<file path="src/rtl/cpu_run_mon_pkg.sv">
// Shared types and sizing helpers for the CPU run monitor.
// Optional r0 write-back filter: CPU_RUN_MON_R0_FILTER_EN.
package cpu_run_mon_pkg;

  typedef enum logic [1:0] {
    ST_IDLE = 2'd0,
    ST_RUN  = 2'd1,
    ST_DONE = 2'd2
  } run_state_e;

  localparam int TR_ADDR_W = 5;
  localparam int TR_DATA_W = 32;
  localparam int TR_CNT_W  = 16;

  typedef struct packed {
    logic [TR_ADDR_W-1:0] addr;
    logic [TR_DATA_W-1:0] data;
    logic [TR_CNT_W-1:0]  cycle;
  } trace_entry_t;

  localparam int TRACE_DEPTH_DEF = 16;
  localparam int TRACE_PTR_W = $clog2(TRACE_DEPTH_DEF);

  function automatic int ptr_w(input int depth);
    return (depth <= 2) ? 1 : $clog2(depth);
  endfunction

endpackage

</file>
<file path="src/rtl/trace_fifo.sv">
// Show-ahead synchronous FIFO for write-back trace entries.
// Head entry is presented combinationally; zero when empty.
module trace_fifo
  import cpu_run_mon_pkg::*;
#(
  parameter int W     = 8,
  parameter int DEPTH = TRACE_DEPTH_DEF,
  parameter int PTR_W = TRACE_PTR_W
) (
  input  logic             clk_i,
  input  logic             rst_i,
  input  logic             clr_i,
  input  logic             push_i,
  input  logic             pop_i,
  input  logic [W-1:0]     din_i,
  output logic [W-1:0]     dout_o,
  output logic             full_o,
  output logic             empty_o,
  output logic [PTR_W:0]   count_o
);

  localparam logic [PTR_W:0] FULL_CNT = (PTR_W+1)'(DEPTH);

  logic [W-1:0]     mem [DEPTH];
  logic [PTR_W-1:0] wr_ptr;
  logic [PTR_W-1:0] rd_ptr;
  logic [PTR_W:0]   count;
  logic             pop_ok;
  logic             push_ok;

  assign empty_o = (count == '0);
  assign full_o  = (count == FULL_CNT);
  assign count_o = count;
  assign pop_ok  = pop_i && !empty_o;
  // A pop frees the slot the simultaneous push lands in.
  assign push_ok = push_i && (!full_o || pop_ok);
  assign dout_o  = empty_o ? '0 : mem[rd_ptr];

  always_ff @(posedge clk_i) begin
    if (push_ok && !rst_i && !clr_i) begin
      mem[wr_ptr] <= din_i;
    end
  end

  always_ff @(posedge clk_i) begin
    if (rst_i || clr_i) begin
      wr_ptr <= '0;
      rd_ptr <= '0;
      count  <= '0;
    end else begin
      if (push_ok) wr_ptr <= wr_ptr + 1'b1;
      if (pop_ok)  rd_ptr <= rd_ptr + 1'b1;
      unique case ({push_ok, pop_ok})
        2'b10:   count <= count + 1'b1;
        2'b01:   count <= count - 1'b1;
        default: count <= count;
      endcase
    end
  end

endmodule

</file>
<file path="src/rtl/cpu_run_monitor.sv">
// Bounded run controller with register write-back trace capture.
// Define CPU_RUN_MON_R0_FILTER_EN to drop write-backs to r0.
module cpu_run_monitor
  import cpu_run_mon_pkg::*;
#(
  parameter int END_COUNT   = 5,
  parameter int DATA_W      = TR_DATA_W,
  parameter int ADDR_W      = TR_ADDR_W,
  parameter int CNT_W       = TR_CNT_W,
  parameter int TRACE_DEPTH = TRACE_DEPTH_DEF
) (
  input  logic              clk_i,
  input  logic              rst_i,
  input  logic              start_i,
  input  logic              wb_en_i,
  input  logic [ADDR_W-1:0] wb_addr_i,
  input  logic [DATA_W-1:0] wb_data_i,
  input  logic              trace_rd_i,
  output logic              running_o,
  output logic              done_o,
  output logic [CNT_W-1:0]  cycle_cnt_o,
  output logic              trace_valid_o,
  output logic [ADDR_W-1:0] trace_addr_o,
  output logic [DATA_W-1:0] trace_data_o,
  output logic [CNT_W-1:0]  trace_cycle_o,
  output logic              overflow_o
);

  localparam int PTR_W = ptr_w(TRACE_DEPTH);
  localparam int EW    = ADDR_W + DATA_W + CNT_W;
  localparam logic [CNT_W-1:0] LAST = CNT_W'(END_COUNT - 1);

  run_state_e       state;
  run_state_e       state_nx;
  logic             start_run;
  logic [CNT_W-1:0] cnt;
  logic             push_q;
  logic             drop;
  logic             ovf;
  logic             f_full;
  logic             f_empty;
  logic [PTR_W:0]   f_count;
  logic [EW-1:0]    f_dout;

  always_ff @(posedge clk_i) begin
    if (rst_i) state <= ST_IDLE;
    else       state <= state_nx;
  end

  always_comb begin
    state_nx  = state;
    start_run = 1'b0;
    unique case (1'b1)
      (state == ST_RUN): begin
        if (cnt == LAST) state_nx = ST_DONE;
      end
      (state == ST_IDLE),
      (state == ST_DONE): begin
        if (start_i) begin
          state_nx  = ST_RUN;
          start_run = 1'b1;
        end
      end
      default: state_nx = ST_IDLE;
    endcase
  end

  always_ff @(posedge clk_i) begin
    if (rst_i || start_run) cnt <= '0;
    else if (state == ST_RUN) cnt <= cnt + 1'b1;
  end

`ifdef CPU_RUN_MON_R0_FILTER_EN
  assign push_q = (state == ST_RUN) && wb_en_i
                  && (wb_addr_i != '0);
`else
  assign push_q = (state == ST_RUN) && wb_en_i;
`endif

  assign drop = push_q && f_full
                && !(trace_rd_i && (f_count != '0));

  always_ff @(posedge clk_i) begin
    if (rst_i || start_run) ovf <= 1'b0;
    else if (drop) ovf <= 1'b1;
  end

  trace_fifo #(
    .W     (EW),
    .DEPTH (TRACE_DEPTH),
    .PTR_W (PTR_W)
  ) u_fifo (
    .clk_i   (clk_i),
    .rst_i   (rst_i),
    .clr_i   (start_run),
    .push_i  (push_q),
    .pop_i   (trace_rd_i),
    .din_i   ({wb_addr_i, wb_data_i, cnt}),
    .dout_o  (f_dout),
    .full_o  (f_full),
    .empty_o (f_empty),
    .count_o (f_count)
  );

  assign running_o     = (state == ST_RUN);
  assign done_o        = (state == ST_DONE);
  assign cycle_cnt_o   = cnt;
  assign trace_valid_o = !f_empty;
  assign overflow_o    = ovf;
  assign {trace_addr_o, trace_data_o, trace_cycle_o} = f_dout;

endmodule

</file>
<file path="config.mk">
export PLATFORM = sky130hd
export DESIGN_NAME = cpu_run_monitor
export DESIGN_NICKNAME = d
export VERILOG_FILES = /design/src/rtl/cpu_run_mon_pkg.sv /design/src/rtl/trace_fifo.sv /design/src/rtl/cpu_run_monitor.sv
export SDC_FILE = /design/constraint.sdc
export NUM_CORES = 1
export LEC_CHECK = 0
export ABC_AREA = 0
export CELL_PAD_IN_SITES_DETAIL_PLACEMENT = 1
export CELL_PAD_IN_SITES_GLOBAL_PLACEMENT = 2
export CORE_ASPECT_RATIO = 1.2
export CORE_MARGIN = 3
export CORE_UTILIZATION = 35
export DETAILED_ROUTE_END_ITERATION = 8
export MAX_ROUTING_LAYER = met4
export PLACE_DENSITY_LB_ADDON = 0.1
export SLEW_MARGIN = 10
export SYNTH_ARGS = -nofsm -noshare
export SYNTH_HDL_FRONTEND = slang
export SYNTH_HIERARCHICAL = 1
export SYNTH_SLANG_ARGS = --single-unit
export TNS_END_PERCENT = 1
</file>
<file path="constraint.sdc">
create_clock -name clk_i -period 5.1 [get_ports clk_i]
set_input_delay 1.02 -clock clk_i [delete_from_list [all_inputs] [get_ports clk_i]]
set_output_delay 1.02 -clock clk_i [all_outputs]
set_load 0.02 [all_outputs]
</file>
==> results.json, run 1 <==
{
  "status": "finished clean",
  "grt.overflow.total": 0,
  "drt_iter0_markers": 1144,
  "synth_commonest_cells": "edfxtp_1 (848), mux4_2 (212), a211oi_1 (82)",
  "cts_sinks": 884,
  "slew_headroom_pct": 28.5,
  "crit_top_cell": "a211oi_1",
  "tightest_slew_ns": 1.07,
  "synth_area_leaders": "edfxtp_1 (74%), mux4_2 (14%), dfxtp_1 (2.1%), a211oi_1 (1.8%), mux2i_1 (1.6%)",
  "slew_violations": 0,
  "htreeDepth": 3,
  "maxCapViolations": 0,
  "layout-drive-gt1-share_pct": 25.5,
  "root_buffer": "clkbuf_16",
  "syn2layout_area_growth_pct": 18.7,
  "clock-skew-final_ns": 0.0301,
  "final_core_util_pct": 42.0,
  "vdd_drop_max_mv": 0.221,
  "timing.fmax_ghz": 0.213,
  "cp_cell_sequence": "buf_4 -> mux4_2 -> nor2b_1 -> a211oi_1 -> a211oi_1 -> clkdlybuf4s50_1",
  "clk_latency_ns": 0.65,
  "critPathKind": "reg -> out",
  "grt_pass1_vias": 18432,
  "ys_types": 65,
  "tritoncts": "yes",
  "synth_nets": 1637,
  "fin_crit_ns": 4.69,
  "yosysMostFrequentCell": "edfxtp_1",
  "finalHoldViolations": 0,
  "crit_required_ns": 4.08,
  "initial_core_util_pct": 35.4,
  "drtPass1Iterations": 4,
  "ant_nets": 0,
  "slowest_stage": "a211oi_1",
  "max_stage_delay_ns": 0.75,
  "leakage_nw": 12.1,
  "synthesis.area_um2": 34300,
  "num_vias": 16542,
  "hold_path.class": "reg -> reg",
  "die_h_um": 349,
  "place.gp.congestion": 0.701,
  "port-buffer-count": 114,
  "cts_made_buffers": 94,
  "num_rows": 125,
  "routed_wl_mm": 87.9,
  "wl_per_cell_um": 28.0,
  "yosysWarnings": 6,
  "ys_seq_elements": 884,
  "antenna_found_initial": 1,
  "timing.rr.start": "state[0]",
  "yosysSeqAreaShare_pct": 76.2,
  "ys_dominant_reg_cell": "edfxtp_1",
  "grtUsageTotal_pct": 18.0,
  "fin_tns_setup_ns": 0,
  "synth_top_area_share_pct": 74.1,
  "clk_pin_slew_ns": 0.06,
  "drcViolationCount": 0,
  "rsz0062_at_grt": "false",
  "async_flop_share_pct": 0,
  "die_area_um2": 102000,
  "synth_largest_area_cell": "edfxtp_1",
  "via_per_inst": 5.28,
  "core_um2": 97100,
  "final_cells": 3133,
  "num_io_pins": 115,
  "crit_arrival_ns": 3.67,
  "setup_viol": 0,
  "cts_hold_buf": 0,
  "powerDensity_nw_per_um2": 383,
  "post_cts_resize_count": 0,
  "synthCells": 1584,
  "worst-path-max-fanout": 19,
  "clockBufferDepth": 3,
  "die_w_um": 292,
  "dpl_cell_area_um2": 37700,
  "start_kind": "flop",
  "synth_edf_count": 848,
  "power_mw": 15.6,
  "avgSynthCellArea_um2": 21.7,
  "grt_first_pass_wirelength_mm": 129,
  "dp_cells": 2961,
  "cp-end-kind": "output pin",
  "period_share_pct": 92.0,
  "post_cts_buffers": 0,
  "grt_start_max_net_pins": 58,
  "nets": 1840,
  "stdcell_area_um2": 40800,
  "hold_path_startpoint": "u_fifo/rd_ptr[3]",
  "dpl.hpwl_mm": 48.4
}
[area by class of cell]
cell class	instances	area [µm²]
multi-input combinational	600	7730
timing repair buffer	194	2130
sequential	884	26200
clock buffer	117	2500
tap	1270	1590
fill	9008	56400
inverter	13	48.8
clock inverter	53	566
antenna	2	5.00
[kinds of logic after synthesis]
| group | Yosys count | synth area share (%) |
|---|---|---|
| muxes | 268 | 15.5 |
| AOI/OAI and AO/OA | 142 | 3.01 |
| xor gates and xnor gates | 17 | 0.433 |
| buffers and inverters | 100 | 1.62 |
| and+or+nand+nor | 162 | 2.75 |
| DFF | 884 | 76.2 |
| adders and majority gates | 11 | 0.423 |
[registers in the layout (all words and copies together), names as in the netlist, named ones only]
register	count
u_fifo/mem	848
cycle_cnt_o	16
u_fifo/count_o	5
u_fifo/rd_ptr	4
u_fifo/wr_ptr	4
state	2
overflow_o	1
[routing by layer]
layer / global-route usage (%) / routed length (µm)
met4: 3.92 / 1370
met2: 30.3 / 44800
met1: 23.5 / 39000
met5: - / 0
met3: 2.44 / 2710
[critical path: cells and delay by family, from the launching register on]
family                 cells  cell delay, ns
muxes                      1            0.24
DFF                        1            0.64
AOI/OAI and AO/OA          2            0.83
buffers and inverters      2            1.14
and+or+nand+nor            1            0.13
[power breakdown]
group          leakage [nW]  total [mW]  switching, mW  internal (mW)
sequential             7.85        7.96         0.0286           7.93
clock                  1.51        6.80           2.77           4.03
combinational          2.76       0.847          0.489          0.359
[placed cells by master, fill, tap and decap left out, drive strengths merged, types with 3 or more instances in the layout]
| master | n |
|---|---|
| clkdlybuf4s50 | 114 |
| o211ai | 4 |
| nand2 | 12 |
| a21oi | 11 |
| nor4b | 3 |
| mux4 | 212 |
| nor2 | 51 |
| or3 | 3 |
| a211oi | 83 |
| xnor2 | 8 |
| mux2i | 55 |
| o21ai | 21 |
| a22oi | 13 |
| or2 | 4 |
| nor4 | 4 |
| nand2b | 4 |
| ha | 10 |
| clkinv | 36 |
| nand4 | 9 |
| inv | 17 |
| xor2 | 9 |
| nor3 | 5 |
| or4 | 3 |
| nor2b | 46 |
| dfxtp | 36 |
| edfxtp | 848 |
| nand3 | 7 |
| clkbuf | 117 |
| buf | 80 |
| bufinv | 11 |
[worst paths after layout]
| path | endpoint | slack, ns | depth (start not counted) |
|---|---|---|---|
| setup / recovery | trace_cycle_o[1] | 0.41 | 6 |
| hold / removal | flop | 0.51 | 2 |
| setup reg to reg | u_fifo/mem[6][11] | 1.73 | 6 |
| hold reg to reg | flop | 0.51 | 2 |
[stage by stage]
stage	setup WS, ns	hold slack [ns]
after global placement	0.913	0.472
after floorplan	0.451	0.459
after detailed placement	0.933	0.495
final	0.406	0.506
after global routing	0.150	0.547
after CTS	0.180	0.508
(Power assumes the default switching activity.)
==> run 2, diff against run 1 <==
CORE_UTILIZATION = 49   (was 35)
==> results.json, run 2 (synthesized netlist as in run 1, its figures left out) <==
{
  "status": "finished clean",
  "worst-path-max-fanout": 61,
  "grt_start_max_net_pins": 62,
  "drtPass1Iterations": 5,
  "slew_headroom_pct": 30.2,
  "finalHoldViolations": 0,
  "die_w_um": 248,
  "start_kind": "flop",
  "die_area_um2": 73300,
  "routed_wl_mm": 79.7,
  "drcViolationCount": 0,
  "power_mw": 14.9,
  "critPathBufInv": 1,
  "max_stage_delay_ns": 0.98,
  "fillCellCount": 5878,
  "critPathKind": "reg -> out",
  "antenna_found_initial": 2,
  "crit_required_ns": 4.08,
  "dpl.hpwl_mm": 44.5,
  "vdd_drop_max_mv": 0.314,
  "hold_path.class": "reg -> reg",
  "setup_viol": 0,
  "core_um2": 68800,
  "final_cell_mix": "edfxtp_1 (848), mux4_2 (212), clkdlybuf4s50_1 (114), clkbuf_16 (87), a211oi_1 (82)",
  "ant_nets": 0,
  "grtUsageTotal_pct": 23.0,
  "crit_family": "flip-flops",
  "cts_sinks": 884,
  "place.gp.congestion": 0.733,
  "maxCapViolations": 0,
  "htreeDepth": 3,
  "slew_violations": 0,
  "clock-skew-final_ns": 0.0173,
  "nets": 1819,
  "clk_pin_slew_ns": 0.06,
  "initial_core_util_pct": 49.9,
  "die_h_um": 296,
  "crit_top_cell": "a211oi_1",
  "period_share_pct": 90.9,
  "largest_reg_flops": 848,
  "grt.overflow.total": 0,
  "rsz0062_at_grt": "false",
  "post_cts_buffers": 0,
  "post_cts_resize_count": 0,
  "clockBufferDepth": 3,
  "tightest_slew_ns": 1.05,
  "slowest_stage": "dfxtp_4",
  "layout-drive-gt1-share_pct": 23.8,
  "num_vias": 16540,
  "num_rows": 105,
  "wl_per_cell_um": 29.1,
  "powerDensity_nw_per_um2": 373,
  "crit_arrival_ns": 3.62,
  "cp_cell_sequence": "mux4_2 -> nor2b_1 -> a211oi_1 -> a211oi_1 -> clkdlybuf4s50_1",
  "fin_crit_ns": 4.64,
  "via_per_inst": 6.04,
  "cp-end-kind": "output pin",
  "drt_iter0_markers": 1268,
  "cts_made_buffers": 86,
  "num_io_pins": 115,
  "tritoncts": "yes",
  "seqPwrFrac_pct": 53.6,
  "switchingPower_mw": 3.09,
  "timing.fmax_ghz": 0.216,
  "port-buffer-count": 114,
  "p_int_mw": 11.8,
  "grt_pass1_vias": 17853,
  "switching_share_pct": 20.8,
  "pwr-share-comb_pct": 5.5,
  "seq_area_um2": 26200,
  "root_buffer": "clkbuf_16",
  "fin_tns_setup_ns": 0,
  "mostFrequentLayoutCell": "edfxtp_1",
  "grt_first_pass_wirelength_mm": 119,
  "syn2layout_area_growth_pct": 15.9,
  "pwr-share-clk_pct": 40.9,
  "leakage_nw": 11.8,
  "largest_register": "u_fifo/mem",
  "clk_latency_ns": 0.62,
  "cts_hold_buf": 0,
  "multiInputGateArea_um2": 7730
}
## run 2: layout make-up
type | instances | share of cell area, %
tap | 909 | 2.86
antenna | 2 | 0.0126
timing repair buffer | 181 | 5.13
multi-input combinational | 600 | 19.4
inverter | 13 | 0.123
clock inverter | 44 | 1.03
sequential | 884 | 65.8
clock buffer | 107 | 5.66
## run 2: metal layers
| layer | GRT usage, % | wire [µm] | up-vias |
|---|---|---|---|
| met5 | - | 0 | - |
| met4 | 5.55 | 1440 | 0 |
| met3 | 2.93 | 3550 | 91 |
| met2 | 37.7 | 40800 | 390 |
| met1 | 31.1 | 33900 | 9040 |
| li1 | - | - | 7019 |
## run 2: worst paths after layout
kind | startpoint | to | slack, ns | depth (start not counted)
worst max register to register | state[0] | u_fifo/mem[8][11] | 1.63 | 6
worst min register to register | overflow_o | overflow_o | 0.49 | 2
worst max-delay path | flop | trace_cycle_o[13] | 0.46 | 5
worst min-delay path | overflow_o | overflow_o | 0.49 | 2
## run 2: power groups by stage
stage	Combinational [mW]	Clock (mW)	Sequential [mW]
2_1_floorplan	0.471	0	8.10
3_3_place_gp	0.817	0	8.12
3_5_place_dp	0.832	0	8.12
4_1_cts	0.835	6.23	7.96
5_1_grt	0.880	6.52	7.96
6_report	0.817	6.07	7.96
## run 2: stage by stage
step / cells / setup slack, ns / hold slack (ns) / utilization [%] / instance area (µm²)
4_1_cts: 2738 / 0.395 / 0.494 / 57.8 / 39800
2_1_floorplan: 1584 / 0.451 / 0.459 / - / 34300
5_1_grt: 2740 / 0.286 / 0.523 / 57.9 / 39800
6_report: 2740 / 0.464 / 0.486 / 57.9 / 39800
3_3_place_gp: 2587 / 1.09 / 0.472 / 54.0 / 37200
3_5_place_dp: 2587 / 1.05 / 0.475 / 54.0 / 37200
## run 2: worst min-delay path, delay by kind of cell, from the launching register on
| family | cells | cell delay, ns |
|---|---|---|
| AO/OA/AOI/OAI | 1 | 0.05 |
| flip-flops | 1 | 0.33 |
| AND/OR/NAND/NOR | 1 | 0.07 |
